**config.mk**
```make
export PLATFORM = sky130hd
export DESIGN_NAME = trivium_uart_decrypt_rx
export DESIGN_NICKNAME = d
export VERILOG_FILES = /design/src/rtl/trivium_uart_decrypt_rx.sv
export SDC_FILE = /design/constraint.sdc
export NUM_CORES = 1
export LEC_CHECK = 0
export ABC_CLOCK_PERIOD_IN_PS = 2500
export CORE_MARGIN = 10
export CORE_UTILIZATION = 30
export CTS_CLUSTER_SIZE = 40
export DETAILED_ROUTE_END_ITERATION = 8
export PLACE_DENSITY = 0.6
export SETUP_SLACK_MARGIN = 0.2
export SYNTH_ARGS = -nofsm -noshare
export SYNTH_HDL_FRONTEND = slang
export SYNTH_SLANG_ARGS = --single-unit
```
**constraint.sdc**
```tcl
create_clock -name clk -period 2.5 [get_ports clk]
set_input_delay 0.75 -clock clk [delete_from_list [all_inputs] [get_ports clk]]
set_output_delay 0.75 -clock clk [all_outputs]
set_load 0.05 [all_outputs]
```
**src/rtl/trivium_uart_decrypt_rx.sv**
```systemverilog
// Trivium UART receive side: 8N1 (8E1 with TRIVIUM_UART_DECRYPT_RX_PARITY_EN) deserializer,
// one-byte pending stage, keystream XOR and a ready/valid plaintext output register.
module trivium_uart_decrypt_rx #(
   parameter int unsigned CLK_FREQ   = 100000000,
   parameter int unsigned BAUD_RATE  = 9600,
   parameter int unsigned OVERSAMPLE = 16
) (
   input  logic       clk,
   input  logic       rst,
   input  logic       rx_serial,
   input  logic [7:0] ks_byte,
   input  logic       ks_valid,
   output logic       ks_read,
   output logic [7:0] pt_data,
   output logic       pt_valid,
   input  logic       pt_ready,
   output logic       frame_err,
   output logic       parity_err,
   output logic       overrun
);

   localparam int unsigned DIV   = CLK_FREQ / (BAUD_RATE * OVERSAMPLE);
   localparam int unsigned DIV_W = (DIV > 1) ? $clog2(DIV) : 1;

   typedef enum logic [2:0] {
      S_IDLE,
      S_START,
      S_DATA,
      S_PARITY,
      S_STOP,
      S_BREAK
   } state_t;

   state_t           state_q, state_d;
   logic             rx_meta, rx_s;
   logic [DIV_W-1:0] div_cnt;
   logic [3:0]       s_cnt;
   logic [3:0]       bit_cnt;
   logic [1:0]       sh;
   logic [7:0]       shreg;
   logic [7:0]       pend;
   logic             pend_full;

   logic tick_c, mid_c, maj_c, stop_mid_c, par_ok_c;
   logic byte_done_c, frame_bad_c, xfer_c;

   // Two-flop synchronizer; idle-high line
   always_ff @(posedge clk) begin
      if (rst) begin
         rx_meta <= 1'b1;
         rx_s    <= 1'b1;
      end else begin
         rx_meta <= rx_serial;
         rx_s    <= rx_meta;
      end
   end

   assign tick_c = (state_q != S_IDLE) && (div_cnt == DIV_W'(DIV - 1));

   // FSM state register
   always_ff @(posedge clk) begin
      if (rst) state_q <= S_IDLE;
      else     state_q <= state_d;
   end

   // Next-state and sample decode
   always_comb begin
      state_d     = state_q;
      mid_c       = tick_c && (s_cnt == 4'd8);
      maj_c       = (sh[1] & sh[0]) | (sh[1] & rx_s) | (sh[0] & rx_s);
      stop_mid_c  = (state_q == S_STOP) && mid_c;
      byte_done_c = stop_mid_c && maj_c && par_ok_c;
      frame_bad_c = stop_mid_c && !maj_c;
      case (state_q)
         S_IDLE:  if (!rx_s) state_d = S_START;
         S_START: begin
            if (tick_c && (s_cnt == 4'd7) && rx_s) state_d = S_IDLE;
            else if (tick_c && (s_cnt == 4'd15))   state_d = S_DATA;
         end
         S_DATA: begin
            if (tick_c && (s_cnt == 4'd15) && (bit_cnt == 4'd8)) begin
`ifdef TRIVIUM_UART_DECRYPT_RX_PARITY_EN
               state_d = S_PARITY;
`else
               state_d = S_STOP;
`endif
            end
         end
`ifdef TRIVIUM_UART_DECRYPT_RX_PARITY_EN
         S_PARITY: if (tick_c && (s_cnt == 4'd15)) state_d = S_STOP;
`endif
         S_STOP:  if (mid_c) state_d = maj_c ? S_IDLE : S_BREAK;
         S_BREAK: if (rx_s) state_d = S_IDLE;
         default: state_d = S_IDLE;
      endcase
   end

   // Baud tick, sample-slot counter and bit shifter; all held clear in IDLE
   always_ff @(posedge clk) begin
      if (rst || (state_q == S_IDLE)) begin
         div_cnt <= '0;
         s_cnt   <= 4'd0;
         bit_cnt <= 4'd0;
         sh      <= 2'b11;
      end else begin
         div_cnt <= tick_c ? '0 : div_cnt + DIV_W'(1);
         if (tick_c) begin
            s_cnt <= s_cnt + 4'd1;
            if ((s_cnt == 4'd6) || (s_cnt == 4'd7)) sh <= {sh[0], rx_s};
            if ((s_cnt == 4'd8) && (state_q == S_DATA)) begin
               shreg   <= {maj_c, shreg[7:1]};
               bit_cnt <= bit_cnt + 4'd1;
            end
         end
      end
   end

`ifdef TRIVIUM_UART_DECRYPT_RX_PARITY_EN
   logic par_bit;

   always_ff @(posedge clk) begin
      if (rst)                                    par_bit <= 1'b0;
      else if ((state_q == S_PARITY) && mid_c)    par_bit <= maj_c;
   end

   assign par_ok_c = (par_bit == ^shreg);

   // Parity mismatch reported at the stop-bit sample
   always_ff @(posedge clk) begin
      if (rst) parity_err <= 1'b0;
      else     parity_err <= stop_mid_c && !par_ok_c;
   end
`else
   assign par_ok_c   = 1'b1;
   assign parity_err = 1'b0;
`endif

   // Keystream is only consumed when the pending byte can move to the output
   assign xfer_c  = pend_full && ks_valid && (!pt_valid || pt_ready);
   assign ks_read = xfer_c;

   // Pending stage, output register and flag pulses
   always_ff @(posedge clk) begin
      if (rst) begin
         pend      <= 8'h00;
         pend_full <= 1'b0;
         pt_data   <= 8'h00;
         pt_valid  <= 1'b0;
         frame_err <= 1'b0;
         overrun   <= 1'b0;
      end else begin
         frame_err <= frame_bad_c;
         overrun   <= byte_done_c && pend_full;
         if (xfer_c) begin
            pend_full <= 1'b0;
         end else if (byte_done_c && !pend_full) begin
            pend      <= shreg;
            pend_full <= 1'b1;
         end
         if (xfer_c) begin
            pt_data  <= pend ^ ks_byte;
            pt_valid <= 1'b1;
         end else if (pt_valid && pt_ready) begin
            pt_valid <= 1'b0;
         end
      end
   end

endmodule

```
==> results of run 1 <==
-- area by class of cell --
class | instances | area, um^2 | area share (%)
inverters | 9 | 33.8 | 1.19
flip-flops and latches | 53 | 1140 | 40.2
clock buffers | 5 | 68.8 | 2.43
multi-input cells | 155 | 1070 | 37.8
well taps | 99 | 124 | 4.37
repair buffers | 40 | 374 | 13.2
clock inverters | 3 | 23.8 | 0.838
-- report_power, final --
part	leakage (nW)	internal (mW)	switching (mW)
clock network	0.0495	0.206	0.301
registers	0.435	0.880	0.0276
logic	0.512	0.0892	0.112
-- state kept, by name, summed over array words and instances (netlist names) --
name       flops
div_cnt       10
pend           8
pt_data        8
shreg          8
bit_cnt        4
s_cnt          4
state_q        3
sh             2
frame_err      1
overrun        1
pend_full      1
pt_valid       1
rx_meta        1
rx_s           1
-- synthesized netlist by cell type (3+ instances only) --
cell type,number
a211oi_1,9
ha_1,7
edfxtp_1,8
clkbuf_1,5
or3_1,3
o21ai_0,4
or2_2,3
mux2i_1,12
nand3_1,6
xnor2_1,17
nor4_1,3
nand2_1,10
nor2b_1,3
buf_2,3
nor2_1,39
xor2_1,3
inv_1,9
nor3_1,4
dfxtp_1,45
and3_1,4
a21oi_1,5
-- worst max path at each step --
stage	endpoint	slack, ps	start	cells after the start
floorplan	ks_read	140	pt_ready	4
global placement	ks_read	30	pt_ready	5
detailed placement	ks_read	50	pt_ready	5
CTS	pt_valid	210	pt_valid$_SDFFE_PP0P_	1
global route	ks_read	200	pt_ready	5
finish	ks_read	220	pt_ready	5
-- per-layer routing --
layer | GRT usage, % | routed length [um]
met5 | 0 | 0
met4 | 4.64 | 107
met3 | 2.34 | 172
met2 | 11.1 | 1840
met1 | 9.87 | 2210
-- cells by family (layout without fill, tap and decap cells) --
kind of cell               Yosys count  in the layout  synth area share [%]
DFF                                 53             53                  50.2
AOI/OAI and AO/OA                   27             27                  8.25
muxes                               13             13                  5.78
and+or+nand+nor                     86             86                  20.2
buffers and inverters               19             57                  3.47
xor gates and xnor gates            20             20                  7.70
other                                1              1                 0.165
adders and majority gates            8              8                  4.29
-- worst max-delay path, delay by kind of cell --
kind | cells | cell delay (ps)
buffers and inverters | 3 | 490
and+or+nand+nor | 2 | 290
-- per-stage QoR --
step,hold slack (ps),area [um^2]
6_report,417,2840
5_1_grt,424,2840
4_1_cts,419,2830
3_5_place_dp,395,2660
3_3_place_gp,396,2660
2_1_floorplan,389,2280
-- timing repair --
item                                    CTS  global route
resized for setup                         3             3
endpoints found under the setup margin    1             2
buffers inserted                         10             0
pin swaps                                 0             0
==> summary.md, run 1 <==
| Metric | Value |
|---|---|
| CTS tree | `done` |
| Cell Area, Synth | `2270 um^2` |
| CP Class | `in -> out` |
| CTS H-tree lvls | `2` |
| Initial Util | `31.0%` |
| Fin. max-slew vios | `0` |
| Commonest non-fill, non-tap cell in the layout | `dfxtp_1` |
| Die X | `107 um` |
| Post-route ant nets | `0` |
| Max clock buf depth | `2` |
| Worst path required time | `1750 ps` |
| CP cell instances | `dlygate4sd2_1 > nand2b_4 > nor2b_2 > buf_6 > buf_12` |
| DP Wirelength | `3020 um` |
| Overall power | `1.62 mW` |
| Clk_lat worst skew | `320 ps` |
| Fin worst setup slack | `222 ps` |
| WL final | `4340 um` |
| Reg2reg setup slack | `460 ps` |
| Post-Place Worst Slack | `47.8 ps` |
| Fin util | `38.7%` |
| Top cells by area, synth | `dfxtp_1, edfxtp_1, xnor2_1` |
| RSZ-0062 raised after global routing | `false` |
| Setup_tns | `0 ps` |
| Register bit total from synthesis | `53` |
| Routability cong. | `0.793` |
| Vias/cell | `4.51` |
| Critical Path Source Type | `input pin` |
| HP Start | `rx_meta$_SDFF_PP1_` |
| Net count after synthesis | `247` |
| Pwr Density | `569 nW/um^2` |
| Gr usage total | `7.72%` |
| Maxcap violations | `0` |
| Yosys top cell area share | `39.6%` |
| Most frequent cells in the layout | `dfxtp_1, nor2_1, clkdlybuf4s50_1, xnor2_1, buf_4` |
| Layout net count | `284` |
| Status | `completed` |
| Ys Warns | `0` |
| Top_reg_cell synth | `dfxtp_1` |
| Crit path arrival time | `1530 ps` |
| # rows | `31` |
| Hold worst-path end | `rx_s$_SDFF_PP1_` |
| Worst-Margin Slew | `511 ps` |
| Leak | `0.997 nW` |
| Worst Path Max Fanout | `2` |
| Antenna violations before repair | `0` |
| CTS sink cnt | `53` |
| Congestion Overflow GR | `0` |
| HP Class | `reg -> reg` |
| Share of layout cells above drive strength 1 | `13.6%` |
| Die Area | `11500 um^2` |
| IO Port Bufs | `24` |
| Largest net degree at the start of global routing | `25` |
| Final setup viols | `0` |
| Mean area per synthesized cell | `10.0 um^2` |
| Area delta synth->final | `24.7%` |
| Number of placed instances, taps included | `346` |
| R2r startpoint | `div_cnt[0]$_SDFF_PP0_` |
| Final Skew | `12.4 ps` |
| FF-to-FF End | `state_q[0]$_SDFFE_PP0P_` |
| Number of cells on the worst reg-to-reg path | `7` |
| Io pins | `26` |
| Synth area leader | `dfxtp_1` |
| Clk pin slew, worst setup/hold paths | `100 ps` |
| Netlist cell types | `46` |
| Tmin final | `2280 ps` |
| Fillers | `724` |
| CTS Hold Bufs | `0` |
| Asr flop ratio synth | `0%` |
| Pre-Repair DR Iteration Count | `4` |
| CP max stage delay | `230 ps` |
| Crit end category | `primary output` |
| DIE HEIGHT | `107 um` |
| Wire length per cell | `11.9 um` |
| ANT cells | `0` |
| DRC viols | `0` |
| Cells on Worst Hold Path | `1` |
| Max frequency | `439 MHz` |
| Core area | `7330 um^2` |
| Vias | `1640` |
| Seq/Total Area, Yosys | `50.2%` |
| Critical Path Slowest Stage Cell | `dlygate4sd2_1` |
| Final period util | `91.1%` |
| Root Driver | `clkbuf_8` |
| Number of hold violations in the final report | `0` |
| Layout Cells excl Fill | `364` |
| First-pass GRT wire length | `7220 um` |
| Peak supply drop | `0.243 mV` |
| Vias in the first global route | `1507` |
| Post-Synthesis Cells | `227` |
| CTS Buf Count | `5` |
| EDFF count, synth | `8` |
| Slew HR | `65.9%` |
| Drt first-iter violations | `59` |
Note: power is estimated with default switching activity, not from simulation.
==> run 2, diff against run 1 <==
--- a/config.mk
+++ b/config.mk
@@ -6,9 +6,9 @@
 export NUM_CORES = 1
 export LEC_CHECK = 0
 export ABC_CLOCK_PERIOD_IN_PS = 2500
+export CAP_MARGIN = 30
 export CORE_MARGIN = 10
 export CORE_UTILIZATION = 30
-export CTS_CLUSTER_SIZE = 40
 export DETAILED_ROUTE_END_ITERATION = 8
 export PLACE_DENSITY = 0.6
 export SETUP_SLACK_MARGIN = 0.2
==> results of run 2 <==
Same layout as run 1: the final DEF is identical, and so are final timing and power.
